<file path="src/rtl/div_16bit_seq_pkg.sv">
// Shared constants and types for the sequential restoring divider.
package div_16bit_seq_pkg;

    // Default operand / quotient / remainder width; also the iteration count.
    localparam int WIDTH = 16;

    // Iteration counter width (counts 0 .. WIDTH-1).
    localparam int CNT_W = $clog2(WIDTH);

    // Quotient reported for a divide by zero.
    localparam logic [WIDTH-1:0] DIV0_QUOT = '1;

    typedef enum logic [1:0] {
        S_IDLE = 2'd0,
        S_RUN  = 2'd1,
        S_DONE = 2'd2
    } div_state_t;

endpackage

</file>
<file path="src/rtl/div_16bit_seq_sub_step.sv">
// One restoring-division step: trial subtract the divisor from the shifted
// partial remainder at W+1 bits, keep the difference when there is no borrow,
// otherwise restore the shifted remainder.
module div_sub_step #(
    parameter int W = 16
) (
    input  logic [W:0]   i_rem_sh,
    input  logic [W-1:0] i_divisor,
    output logic [W-1:0] o_rem,
    output logic         o_qbit
);

    logic [W:0]   w_b;
    logic [W:0]   w_g;
    logic [W:0]   w_p;
    logic [W+1:0] w_c;
    logic [W-1:0] w_diff;

    // A - B computed as A + ~B + 1 with generate/propagate carries.
    assign w_b    = ~{1'b0, i_divisor};
    assign w_g    = i_rem_sh & w_b;
    assign w_p    = i_rem_sh ^ w_b;
    assign w_c[0] = 1'b1;

    for (genvar i = 0; i <= W; i++) begin : g_carry
        assign w_c[i+1] = w_g[i] | (w_p[i] & w_c[i]);
    end

    // Bit W of the difference is always zero when there is no borrow, since
    // the trial result is then below the divisor; only the low W bits matter.
    assign w_diff = w_p[W-1:0] ^ w_c[W-1:0];

    // Carry-out set means no borrow: the divisor fits, quotient bit is 1.
    assign o_qbit = w_c[W+1];
    // On a borrow the shifted remainder is below the divisor, so it fits in W bits.
    assign o_rem  = o_qbit ? w_diff : i_rem_sh[W-1:0];

endmodule

</file>
<file path="src/rtl/div_16bit_seq.sv">
// Sequential unsigned restoring divider, one quotient bit per clock, with a
// start/ready request side and an out_valid/out_ready result side.
module div_16bit_seq
    import div_16bit_seq_pkg::*;
#(
    parameter int WIDTH = div_16bit_seq_pkg::WIDTH
) (
    input  logic             clk,
    input  logic             rst_n,
    input  logic             start,
    input  logic [WIDTH-1:0] dividend,
    input  logic [WIDTH-1:0] divisor,
    output logic             ready,
    output logic             out_valid,
    input  logic             out_ready,
    output logic [WIDTH-1:0] quotient,
    output logic [WIDTH-1:0] remainder,
    output logic             div_by_zero
);

    localparam int                CW   = (WIDTH > 1) ? $clog2(WIDTH) : 1;
    localparam logic [CW-1:0]     LAST = CW'(WIDTH - 1);

    div_state_t       r_state;
    div_state_t       w_state_nxt;
    logic [CW-1:0]    r_cnt;
    logic [WIDTH-1:0] r_rem;      // partial remainder
    logic [WIDTH-1:0] r_dvd;      // dividend bits shifting out, quotient bits shifting in
    logic [WIDTH-1:0] r_divisor;
    logic [WIDTH-1:0] r_quot;
    logic [WIDTH-1:0] r_remo;
    logic             r_dbz;

    logic [WIDTH:0]   w_rem_sh;
    logic [WIDTH-1:0] w_rem_nxt;
    logic             w_qbit;
    logic             w_accept;
    logic             w_last;

    assign w_accept = (r_state == S_IDLE) && start;
    assign w_last   = (r_cnt == LAST);
    assign w_rem_sh = {r_rem, r_dvd[WIDTH-1]};

    div_sub_step #(.W(WIDTH)) u_step (
        .i_rem_sh  (w_rem_sh),
        .i_divisor (r_divisor),
        .o_rem     (w_rem_nxt),
        .o_qbit    (w_qbit)
    );

    // State register.
    always_ff @(posedge clk or negedge rst_n) begin
        if (!rst_n) r_state <= S_IDLE;
        else        r_state <= w_state_nxt;
    end

    // Next-state and handshake outputs.
    always_comb begin
        w_state_nxt = r_state;
        ready       = 1'b0;
        out_valid   = 1'b0;
        case (r_state)
            S_IDLE: begin
                ready = 1'b1;
                if (start) w_state_nxt = (divisor == '0) ? S_DONE : S_RUN;
            end
            S_RUN: begin
                if (w_last) w_state_nxt = S_DONE;
            end
            S_DONE: begin
                out_valid = 1'b1;
                if (out_ready) w_state_nxt = S_IDLE;
            end
            default: w_state_nxt = S_IDLE;
        endcase
    end

    // Operand capture, iteration datapath and result registers. Results are
    // only written when an operation finishes, so they hold through IDLE.
    always_ff @(posedge clk or negedge rst_n) begin
        if (!rst_n) begin
            r_cnt     <= '0;
            r_rem     <= '0;
            r_dvd     <= '0;
            r_divisor <= '0;
            r_quot    <= '0;
            r_remo    <= '0;
            r_dbz     <= 1'b0;
        end else begin
            case (r_state)
                S_IDLE: begin
                    if (w_accept) begin
                        r_divisor <= divisor;
                        r_dvd     <= dividend;
                        r_rem     <= '0;
                        r_cnt     <= '0;
                        if (divisor == '0) begin
                            r_quot <= '1;
                            r_remo <= dividend;
                            r_dbz  <= 1'b1;
                        end
                    end
                end
                S_RUN: begin
                    r_rem <= w_rem_nxt;
                    r_dvd <= {r_dvd[WIDTH-2:0], w_qbit};
                    r_cnt <= r_cnt + 1'b1;
                    if (w_last) begin
                        r_quot <= {r_dvd[WIDTH-2:0], w_qbit};
                        r_remo <= w_rem_nxt;
                        r_dbz  <= 1'b0;
                    end
                end
                default: ;
            endcase
        end
    end

    assign quotient    = r_quot;
    assign remainder   = r_remo;
    assign div_by_zero = r_dbz;

endmodule
</file>
<file path="config.mk">
export PLATFORM = sky130hd
export DESIGN_NAME = div_16bit_seq
export DESIGN_NICKNAME = d
export VERILOG_FILES = /design/src/rtl/div_16bit_seq_pkg.sv /design/src/rtl/div_16bit_seq_sub_step.sv /design/src/rtl/div_16bit_seq.sv
export SDC_FILE = /design/constraint.sdc
export NUM_CORES = 1
export LEC_CHECK = 0
export CAP_MARGIN = 20
export CORE_MARGIN = 2
export CORE_UTILIZATION = 57
export CTS_CLUSTER_DIAMETER = 200
export DETAILED_ROUTE_END_ITERATION = 10
export GPL_ROUTABILITY_DRIVEN = 0
export GPL_TIMING_DRIVEN = 0
export PLACE_DENSITY = 0.85
export SETUP_SLACK_MARGIN = 0.2
export SLEW_MARGIN = 20
export SYNTH_ARGS = -nofsm -noshare
export SYNTH_HDL_FRONTEND = slang
export SYNTH_SLANG_ARGS = --single-unit
</file>
<file path="constraint.sdc">
create_clock -name clk -period 21.9 [get_ports clk]
set_input_delay 3.285 -clock clk [delete_from_list [all_inputs] [get_ports clk]]
set_output_delay 3.285 -clock clk [all_outputs]
set_load 0.05 [all_outputs]
</file>
==> metrics.txt <==
status=finished, final reports clean; Post-synth top flop=dfrtp_1; clk sinks=87; Adder-Cell Fraction of Synth Area=7.96%; die area=7870 um2; Synth Cell Area=4090 um2; Setup TNS=0 ns; fmax=127 MHz; cts-stage hold buffer count=0; area share of the largest cell type after synthesis=53.3%; Worst setup SP type=flop; Final Hold Fails=0; Core Box Area=6870 um2; post-layout net count=519; Avg Inst Size Synth=10.6 um2; FF/Latch Area=2180 um2; Setup CP Type=flop to flop; leakage power=0.00215 uW; port bufs=70; post-synthesis compound-gate area fraction=13.9%; Layout area overhead=25.9%; Starting DRT DRC Count=283; CTS Buffer Depth=2; CTS clock-pin slew for the worst setup and hold paths=0.09 ns; vias post-DR=3247; Final Setup Violations=0; fin crit period=7.87 ns; most common cell after layout, fill and taps aside=dfrtp_1; worst hold path type=flop to flop; Layout Skew=0.0114 ns; actual slew at the worst max-slew pin=0.638 ns; Via density=5.73; Ys Warns=0; reg2reg path depth=26; DP HPWL=7110 um; Synth Area in XOR/XNOR=0%; fill count=475; hold depth=1; RSZ-0062 raised after global routing=no; register area share after synthesis=53.3%; post-DR wirelength/cell=17.0 um; Root Driver=clkbuf_8; vias in the first global route=3281; Overflow after GRT=0; first-pass GRT wire length=16000 um; row cnt=30; largest net degree at the start of global routing=45; mux cell area share after synthesis=7.84%; combinational family with the most area after synthesis=compound AO/OA/AOI/OAI gates; Starting Density=59.5%; # DRC=0; Design Power=873 uW; ys async rst share=100%; Die Ht=88.7 um; ant diodes=0; router iterations before antenna repair=5; worst endpoint required time=22.16 ns; Tcrit/Tclk final=35.9%; EDFF count, synth=0; commonest non-fill, non-tap cells in the layout=dfrtp_1, clkdlybuf4s50_1, nor2_1, nand2_1, o21ai_0; CTS Buf Count=9; Netlist cell types=35; Multi-input gate area=1710 um2; PwrDens=170 nW/um2; Synth Instances=384; gr usage total=27.0%; Worst-Skew Late Latency=0.37 ns; top post-synthesis cells by area=dfrtp_1, fa_1, o21ai_0; CTS-repair resized insts=0; Crit Path Max Fanout=10; num ports=71; count of final max-slew check failures=0; maximum VDD drop=0.110 mV; TritonCTS clock tree=done; share of cells above drive strength 1=9.77%; type of destination of the critical path=flop; H-tree Lvls=3; Synth area leader=dfrtp_1; initial antenna violation count=0; max_cap viols=0; Slew HR=56.9%; Post-CTS Setup Inserts=0; final hold slack=0.494 ns; r2r setup slk=14.03 ns; die width=88.7 um; Yosys reg bits=87; Synth Area in Simple Gates=12.0%; DRT Wirelength=9660 um; post-route ant nets=0; Critical Path AT=8.13 ns; fin util=74.9%; Synth Net Count=437
## cell type report
class	count	share of cell area (%)
Sequential cell	87	42.3
Multi-Input combinational cell	251	33.1
Timing Repair Buffer	71	14.0
Clock buffer	9	2.41
Buffer	24	2.38
Tap cell	96	2.33
Clock inverter	7	1.90
Inverter	22	1.60
## synthesized netlist by cell type (all sizes together), types with 2 or more instances
cell type   n
ha          2
mux2       16
o22a       15
o22ai      16
nand2b      2
dfrtp      87
inv        22
clkbuf     11
o21ai      35
nand3      14
a21o        2
mux2i      14
nand2      38
buf        13
nor2       47
nand4       2
fa         15
o311ai      2
nor4        4
a21oi      16
nor2b       2
## power by group
group / switching [uW] / internal [uW] / leakage (uW) / total, uW
Combinational: 300 / 180 / 0.00105 / 480
Clock: 59.7 / 64.4 / 0.000105 / 124
Sequential: 43.7 / 226 / 0.000989 / 270
Total: 403 / 470 / 0.00215 / 873
## worst paths after layout
check / endpoint / start
min in group asynchronous: quotient[2] / rst_n
max: remainder[6] / r_dvd[15]
max in group asynchronous: r_cnt[0] / rst_n
min reg2reg: quotient[1] / quotient[1]
max reg2reg: remainder[6] / r_dvd[15]
min: quotient[1] / quotient[1]
## through the flow
step	worst slack (ns)	std cells	instance area, um2
after floorplan	14.54	384	4090
after global placement	14.16	550	4910
after detailed placement	14.05	551	4930
after CTS	14.02	567	5150
after global routing	13.71	567	5150
final	14.03	567	5150
## critical path: stages, from the launching register on
cell	delay (ns)
dfrtp_1	0.38
inv_1	0.08
ha_1	0.14
inv_1	0.05
fa_1	0.38
fa_1	0.39
fa_1	0.38
fa_1	0.38
fa_1	0.38
fa_1	0.38
fa_1	0.39
fa_1	0.39
fa_1	0.38
fa_1	0.40
fa_1	0.41
fa_1	0.40
fa_1	0.38
inv_1	0.09
fa_1	0.17
inv_1	0.05
fa_1	0.34
buf_2	0.19
nor2_4	0.24
buf_4	0.26
mux2i_1	0.33
a21oi_1	0.13
mux2_2	0.27
## registers in the layout (all words and copies together), names as in the netlist
name,count
r_dvd,16
r_state,2
r_divisor,16
div_by_zero,1
r_cnt,4
quotient,16
remainder,16
r_rem,16
## per-layer routing
metal,vias to the layer above,share of wire [%],global-route usage (%)
met5,-,0,0
met4,0,1.7,7.02
met3,17,5.8,5.97
met2,126,51,44.4
met1,1626,42,36.9
li1,1478,-,-
## cell families after synthesis
kind of cell | count (synthesis)
buffers and inverters | 46
adders and majority gates | 17
muxes | 30
AOI/OAI and AO/OA | 92
DFF | 87
and+or+nand+nor | 112
No activity file was read; power rests on OpenSTA's default activity.
